## src/rtl/mem_access_unit_pkg.sv

```systemverilog
// Shared definitions for the data-memory access stage: decoder load/store codes,
// FSM state encoding and the alignment rule.
package mem_access_unit_pkg;

  typedef enum logic [1:0] {
    S_IDLE = 2'd0,
    S_WAIT = 2'd1,
    S_DONE = 2'd2
  } state_t;

  localparam logic [2:0] LD_LW  = 3'b000;
  localparam logic [2:0] LD_LH  = 3'b001;
  localparam logic [2:0] LD_LHU = 3'b010;
  localparam logic [2:0] LD_LB  = 3'b011;
  localparam logic [2:0] LD_LBU = 3'b100;

  localparam logic [1:0] ST_SW = 2'b00;
  localparam logic [1:0] ST_SH = 2'b01;
  localparam logic [1:0] ST_SB = 2'b10;

  // Unlisted codes fall back to word access, so they get the word alignment rule.
  function automatic logic is_misaligned(input logic       mem_write,
                                         input logic [1:0] store_whb,
                                         input logic [2:0] load_whb,
                                         input logic [1:0] offset);
    logic half_acc;
    logic byte_acc;
    if (mem_write) begin
      half_acc = (store_whb == ST_SH);
      byte_acc = (store_whb == ST_SB);
    end else begin
      half_acc = (load_whb == LD_LH) || (load_whb == LD_LHU);
      byte_acc = (load_whb == LD_LB) || (load_whb == LD_LBU);
    end
    if (byte_acc)      return 1'b0;
    else if (half_acc) return offset[0];
    else               return |offset;
  endfunction

endpackage

```

## src/rtl/mem_access_unit_if.sv

```systemverilog
// Data-memory request/acknowledge bus between the access unit and data memory.
interface mem_access_unit_if;
  logic        dm_req;
  logic        dm_we;
  logic [3:0]  dm_be;
  logic [31:0] dm_addr;
  logic [31:0] dm_wdata;
  logic        dm_ack;
  logic [31:0] dm_rdata;

  modport master (
    output dm_req, dm_we, dm_be, dm_addr, dm_wdata,
    input  dm_ack, dm_rdata
  );

  modport slave (
    input  dm_req, dm_we, dm_be, dm_addr, dm_wdata,
    output dm_ack, dm_rdata
  );
endinterface

```

## src/rtl/mem_access_unit_load_extend.sv

```systemverilog
// Selects the addressed byte/halfword of a read word and sign- or zero-extends it.
module load_extend
  import mem_access_unit_pkg::*;
(
  input  logic [31:0] word,
  input  logic [1:0]  offset,
  input  logic [2:0]  load_whb,
  output logic [31:0] result
);

  logic [7:0]  byte_sel;
  logic [15:0] half_sel;

  always_comb begin
    byte_sel = word[7:0];
    case (offset)
      2'd1:    byte_sel = word[15:8];
      2'd2:    byte_sel = word[23:16];
      2'd3:    byte_sel = word[31:24];
      default: byte_sel = word[7:0];
    endcase
    half_sel = offset[1] ? word[31:16] : word[15:0];

    result = word;
    case (load_whb)
      LD_LH:   result = {{16{half_sel[15]}}, half_sel};
      LD_LHU:  result = {16'd0, half_sel};
      LD_LB:   result = {{24{byte_sel[7]}}, byte_sel};
      LD_LBU:  result = {24'd0, byte_sel};
      default: result = word;
    endcase
  end

endmodule

```

## src/rtl/mem_access_unit.sv

```systemverilog
// Data-memory access stage: store lane alignment, load extension and a req/ack
// handshake that stalls the core until the access retires or times out.
module mem_access_unit
  import mem_access_unit_pkg::*;
#(
  parameter int unsigned TIMEOUT = 255
) (
  input  logic        clk,
  input  logic        rstn,
  input  logic        acc_valid,
  input  logic        mem_write,
  input  logic [1:0]  store_whb,
  input  logic [2:0]  load_whb,
  input  logic [31:0] addr,
  input  logic [31:0] wdata,
  output logic        stall,
  output logic [31:0] rdata,
  output logic        done,
  output logic        align_err,
  output logic        bus_err,
  mem_access_unit_if.master dm
);

  state_t      state;
  state_t      state_next;
  logic [31:0] wait_cnt;
  logic [1:0]  offset_q;
  logic [2:0]  load_whb_q;
  logic        misaligned;
  logic        start;
  logic        ack_hit;
  logic        time_up;
  logic [3:0]  be_next;
  logic [31:0] wdata_next;
  logic [31:0] ext_data;

  assign misaligned = is_misaligned(mem_write, store_whb, load_whb, addr[1:0]);
  assign done       = (state == S_DONE);

  load_extend u_load_extend (
    .word     (dm.dm_rdata),
    .offset   (offset_q),
    .load_whb (load_whb_q),
    .result   (ext_data)
  );

  // Ack is tested before the timeout so an ack on the final allowed cycle still wins.
  always_comb begin
    state_next = state;
    stall      = 1'b0;
    start      = 1'b0;
    ack_hit    = 1'b0;
    time_up    = 1'b0;
    case (state)
      S_IDLE: begin
        if (acc_valid && !misaligned) begin
          stall      = 1'b1;
          start      = 1'b1;
          state_next = S_WAIT;
        end
      end
      S_WAIT: begin
        stall = 1'b1;
        if (dm.dm_ack) begin
          ack_hit    = 1'b1;
          state_next = S_DONE;
        end else if ((TIMEOUT != 0) && (wait_cnt == TIMEOUT - 1)) begin
          time_up    = 1'b1;
          state_next = S_DONE;
        end
      end
      S_DONE:  state_next = S_IDLE;
      default: state_next = S_IDLE;
    endcase
  end

  always_comb begin
    be_next    = 4'b1111;
    wdata_next = wdata;
    if (mem_write) begin
      case (store_whb)
        ST_SH: begin
          be_next    = addr[1] ? 4'b1100 : 4'b0011;
          wdata_next = {2{wdata[15:0]}};
        end
        ST_SB: begin
          be_next    = 4'b0001 << addr[1:0];
          wdata_next = {4{wdata[7:0]}};
        end
        default: ;
      endcase
    end
  end

  always_ff @(posedge clk or negedge rstn) begin
    if (!rstn) begin
      state       <= S_IDLE;
      wait_cnt    <= 32'd0;
      offset_q    <= 2'd0;
      load_whb_q  <= LD_LW;
      rdata       <= 32'd0;
      align_err   <= 1'b0;
      bus_err     <= 1'b0;
      dm.dm_req   <= 1'b0;
      dm.dm_we    <= 1'b0;
      dm.dm_be    <= 4'd0;
      dm.dm_addr  <= 32'd0;
      dm.dm_wdata <= 32'd0;
    end else begin
      state     <= state_next;
      align_err <= (state == S_IDLE) && acc_valid && misaligned;
      bus_err   <= time_up;
      if (start) begin
        dm.dm_req   <= 1'b1;
        dm.dm_we    <= mem_write;
        dm.dm_be    <= be_next;
        dm.dm_addr  <= {addr[31:2], 2'b00};
        dm.dm_wdata <= wdata_next;
        offset_q    <= addr[1:0];
        load_whb_q  <= load_whb;
        wait_cnt    <= 32'd0;
      end else if (state == S_WAIT) begin
        if (ack_hit || time_up) dm.dm_req <= 1'b0;
        else                    wait_cnt  <= wait_cnt + 32'd1;
        if (ack_hit && !dm.dm_we) rdata <= ext_data;
        if (time_up)              rdata <= 32'd0;
      end else if (state == S_DONE) begin
        wait_cnt <= 32'd0;
      end
    end
  end

endmodule

```

## src/flat_wrapper.sv

```systemverilog
// flat-port wrapper written by rule: the top's interface ports become plain ports
module mem_access_unit_flat import mem_access_unit_pkg::*;
#(
  parameter int unsigned TIMEOUT = 255
)
  (clk, rstn, acc_valid, mem_write, store_whb, load_whb, addr, wdata, stall, rdata, done, align_err, bus_err, dm_dm_req, dm_dm_we, dm_dm_be, dm_dm_addr, dm_dm_wdata, dm_dm_ack, dm_dm_rdata);
  mem_access_unit_if dm_i ();
  input  logic clk;
  input  logic rstn;
  input  logic acc_valid;
  input  logic mem_write;
  input  logic [1:0] store_whb;
  input  logic [2:0] load_whb;
  input  logic [31:0] addr;
  input  logic [31:0] wdata;
  output logic stall;
  output logic [31:0] rdata;
  output logic done;
  output logic align_err;
  output logic bus_err;
  output wire logic [$bits(dm_i.dm_req)-1:0] dm_dm_req;
  output wire logic [$bits(dm_i.dm_we)-1:0] dm_dm_we;
  output wire logic [$bits(dm_i.dm_be)-1:0] dm_dm_be;
  output wire logic [$bits(dm_i.dm_addr)-1:0] dm_dm_addr;
  output wire logic [$bits(dm_i.dm_wdata)-1:0] dm_dm_wdata;
  input wire logic [$bits(dm_i.dm_ack)-1:0] dm_dm_ack;
  input wire logic [$bits(dm_i.dm_rdata)-1:0] dm_dm_rdata;
  assign dm_dm_req = dm_i.dm_req;
  assign dm_dm_we = dm_i.dm_we;
  assign dm_dm_be = dm_i.dm_be;
  assign dm_dm_addr = dm_i.dm_addr;
  assign dm_dm_wdata = dm_i.dm_wdata;
  assign dm_i.dm_ack = dm_dm_ack;
  assign dm_i.dm_rdata = dm_dm_rdata;
  mem_access_unit #(.TIMEOUT(TIMEOUT)) u_core (.clk(clk), .rstn(rstn), .acc_valid(acc_valid), .mem_write(mem_write), .store_whb(store_whb), .load_whb(load_whb), .addr(addr), .wdata(wdata), .stall(stall), .rdata(rdata), .done(done), .align_err(align_err), .bus_err(bus_err), .dm(dm_i));
endmodule
```

## config.mk

```make
export PLATFORM = sky130hd
export DESIGN_NAME = mem_access_unit_flat
export DESIGN_NICKNAME = d
export VERILOG_FILES = /design/src/rtl/mem_access_unit_pkg.sv /design/src/rtl/mem_access_unit_if.sv /design/src/rtl/mem_access_unit_load_extend.sv /design/src/rtl/mem_access_unit.sv /design/src/flat_wrapper.sv
export SDC_FILE = /design/constraint.sdc
export NUM_CORES = 1
export LEC_CHECK = 0
export ABC_AREA = 1
export CAP_MARGIN = 25
export CORE_ASPECT_RATIO = 0.9
export CORE_MARGIN = 4
export CORE_UTILIZATION = 53
export DETAILED_ROUTE_END_ITERATION = 12
export GPL_TIMING_DRIVEN = 0
export HOLD_SLACK_MARGIN = 0.15
export PLACE_DENSITY = 0.95
export SYNTH_ARGS = -nofsm -noshare
export SYNTH_HDL_FRONTEND = slang
export SYNTH_HIERARCHICAL = 1
export SYNTH_SLANG_ARGS = --single-unit
```

## constraint.sdc

```tcl
create_clock -name clk -period 2.9 [get_ports clk]
set_clock_uncertainty 0.2 [all_clocks]
set_input_delay 0.435 -clock clk [delete_from_list [all_inputs] [get_ports clk]]
set_output_delay 0.435 -clock clk [all_outputs]
set_load 0.01 [all_outputs]
```

==> results.md <==
Yosys:
- In the post-synthesis netlist, the cell with the most instances is nand2_1.
- Sorting the synthesized cells by how often they occur yields nand2_1 (460), nand3_1 (172), dfrtp_1 (141), nor2_1 (79), inv_1 (68).
- By area the synthesized netlist is led by dfrtp_1 (44%), nand2_1 (22%), nand3_1 (11%).
- Among all flip-flop cells after synthesis, the most frequent one is dfrtp_1.
- The mean area per synthesized cell is 7.14 sq um.
- The share of flip-flops with an asynchronous set or reset is 1.00.
- Synthesis inferred 141 register bits.
- The cell area after technology mapping is 7980 sq um.
- The Yosys step of the flow raised 6 warnings.
- The synthesized design spends more area on one cell type than any other, namely dfrtp_1.
- The distinct cell type count of the synthesized netlist is 42.
- Synthesis produced a netlist whose cell count is 1117.
- The post-synthesis sequential area ratio is 0.442.
- Counting flops with a built-in enable in the synthesized netlist gives 0.
- Of the post-synthesis cell area, the dominant cell type holds 0.442.

Global routing:
- The number of global-route vias before repair was 8383.
- The number of antenna violations at the first check in global routing is 0.
- The total overflow left after global routing is 0.
- Entering global routing, the biggest net connects 78 pins.
- The global routing usage summed across all routing layers is 0.306.
- The first global-routing pass estimated 41.3 mm of wire.

Clocking:
- After clock tree synthesis, the clock-pin slew on the worst setup and hold paths is 0.07 ns.
- TritonCTS built the clock tree.
- The maximum count of clock buffers along a single path is 2.
- The CTS sink count is 141.
- Clock latency on the worst-skew pair, taken at its later pin, is 0.43 ns.
- The H-tree was split into 4 levels.
- The clock root buffer is clkbuf_16.
- The number of CTS-inserted buffers is 17.

Floorplan:
- The die is 124 um tall.
- The width of the chip is 137 um.
- 212 I/O pins were placed.
- The core area is 14700 sq um.
- The floorplan step defined a die boundary enclosing 17100 sq um.
- The floorplan has 42 rows.
- The initial core utilization is 0.542.

Route:
- The detail route stage leaves a number of antenna-violating nets equal to 0.
- The DRC violations left is 0.
- After detailed routing, the number of vias per cell comes to 5.46.
- The wire length after detailed routing is 25.9 mm.
- For this block, the initial DRC count from the detailed router was 842.
- The routed length per placed instance is 16.6 um.
- Detailed routing inserted a total of 8510 vias.
- The number of iterations in the first detailed-routing pass is 5.

Timing:
- The count of endpoints failing hold in the final timing report came to 0.
- Of the available clock period, the critical path in the final layout requires 0.961.
- After layout, the minimum clock period comes to 2.79 ns.
- The total count of max-transition violations in the final report is 0.
- For the pin with the worst max-slew slack, the measured transition is 0.794 ns.
- Static timing analysis puts the maximum clock frequency at 359 MHz.
- For the final routed database, the setup TNS stands at 0 ns.
- Setup repair after global routing left no endpoint under its margin.
- The worst hold slack across all endpoints is 0.281 ns.
- Setup violations remaining at the end of the flow were counted as 0.
- The remaining max-slew budget at the tightest pin is 0.465.

Setup path:
- STA classifies the critical path startpoint as an input port.
- STA puts the critical path data required time at 2.27 ns.
- In this run the worst setup path begins at store_whb[1].
- The startpoint identified for the worst register-to-register timing path is u_core/state[1].
- For the worst setup path, the data arrival time is 2.15 ns.
- The critical path capture point type is an output pin.
- Of all nets on the critical path, the largest fanout is 4.
- The critical path is of the input port to output pin type.

Placed design:
- After detailed placement, the total cell area comes to 10300 sq um.
- In this run the tool buffered the top-level ports with 209 buffer cells.
- At the end of routability-driven placement, the weighted congestion stood at 0.945.
- The sum of net half-perimeters after detailed placement is 19.2 mm.

Power:
- The cell area power density is 928 nW/um^2.
- The analysis attributes to cell leakage a power of 5.41 nW.
- VDD sags by at most 618 uV.

Worst hold path:
- The startpoint identified for the worst hold timing path is u_core/dm.dm_addr[12].
- The path class of the tightest hold or removal check is flop to flop.

Cells and area:
- From synthesis to final layout, the design area changed by 37.3%.
- Once layout is complete, the utilization of the core stands at 0.744.
- The ratio of cells with drive above 1 in the final layout is 0.0860.
- The post-route cell area is 11000 sq um.
- The net total in the final layout is 1459.

Status:
- The flow ran to the end, and the final reports show no timing, DRC or antenna violations.

Job:
- The tool flagged a number of max-cap violations equal to 0.
## power by group
part,switching [W],total [W],internal [W]
logic,0.00267,0.00492,0.00225
registers,0.000464,0.00315,0.00269
clock network,0.000905,0.00209,0.00119
## critical path, stage by stage
cell	delay [ns]
clkdlybuf4s50_1	0.51
inv_1	0.06
ha_1	0.23
a21oi_1	0.16
nand2_1	0.06
nand2_1	0.06
nand2_2	0.08
nand2_2	0.11
buf_12	0.11
nand2_1	0.03
dlygate4sd2_1	0.30
## repair_timing
action	in CTS	in global routing
pin swaps	1	1
setup endpoints to repair	1	1
buffers inserted	2	0
endpoints found under the hold margin	64	0
gates resized for setup	7	1
hold buffers	1	0
## metrics by stage
step	total power, W	worst slack, ns	cells
2_1_floorplan	0.00566	0.708	1118
3_3_place_gp	0.00785	-4.35	1525
6_report	0.0102	0.114	1560
5_1_grt	0.0108	0.0212	1559
4_1_cts	0.0102	0.0650	1559
3_5_place_dp	0.00798	-0.618	1526
## final cells by class
type | count | area (sq um)
antenna | 1 | 2.50
clock buffer | 17 | 425
buffer | 49 | 303
clock inverter | 14 | 135
tap | 198 | 248
sequential | 141 | 3530
timing repair buffer | 213 | 2140
inverter | 80 | 303
fill | 1093 | 3760
multi-input combinational | 847 | 3860
## path summary, 6_finish.rpt
| check | to | slack [ns] | cells after the start |
|---|---|---|---|
| setup / recovery | stall | 0.11 | 11 |
| hold / removal | u_core/dm.dm_addr[12] | 0.28 | 2 |
| setup reg to reg | u_core/rdata[17] | 0.58 | 9 |
| hold reg to reg | u_core/dm.dm_addr[12] | 0.28 | 2 |
| max in group asynchronous | u_core/rdata[2] | 1.32 | 3 |
| min in group asynchronous | u_core/dm.dm_wdata[3] | 0.37 | 2 |
## sequential cells by signal, indices dropped and copies added (netlist names)
name and count:
u_core/dm.dm_req 1, u_core/align_err 1, u_core/bus_err 1, u_core/wait_cnt 32
u_core/load_whb_q 3, u_core/offset_q 2, u_core/dm.dm_addr 30, u_core/dm.dm_we 1
u_core/state 2, u_core/rdata 32, u_core/dm.dm_be 4, u_core/dm.dm_wdata 32
## logic make-up after synthesis
logic type      count (synthesis)  synth area share
flops                         141             0.442
simple gates                  770             0.418
other cells                     1          0.000470
xor+xnor                       17            0.0187
compound gates                 54            0.0402
fa+ha+maj                       4           0.00627
buf+inv                       130            0.0747
## metal layers
layer | track usage | vias up | share of wire
met5 | 0 | - | 0
met4 | 0.153 | 0 | 0.048
met3 | 0.105 | 89 | 0.11
met2 | 0.479 | 456 | 0.46
met1 | 0.375 | 3948 | 0.39
li1 | - | 4017 | -
## layout by cell type (no fill, tap or decap), types with 10 or more instances in the layout
cell,instances
nand2_2,16
xor2_1,14
nand4_1,10
clkbuf_16,17
nand2_1,458
dfrtp_1,141
nor2_1,79
nand3_1,172
clkdlybuf4s50_1,207
o21ai_0,30
inv_2,10
clkbuf_1,11
buf_2,25
inv_1,68
(Power assumes the default switching activity.)
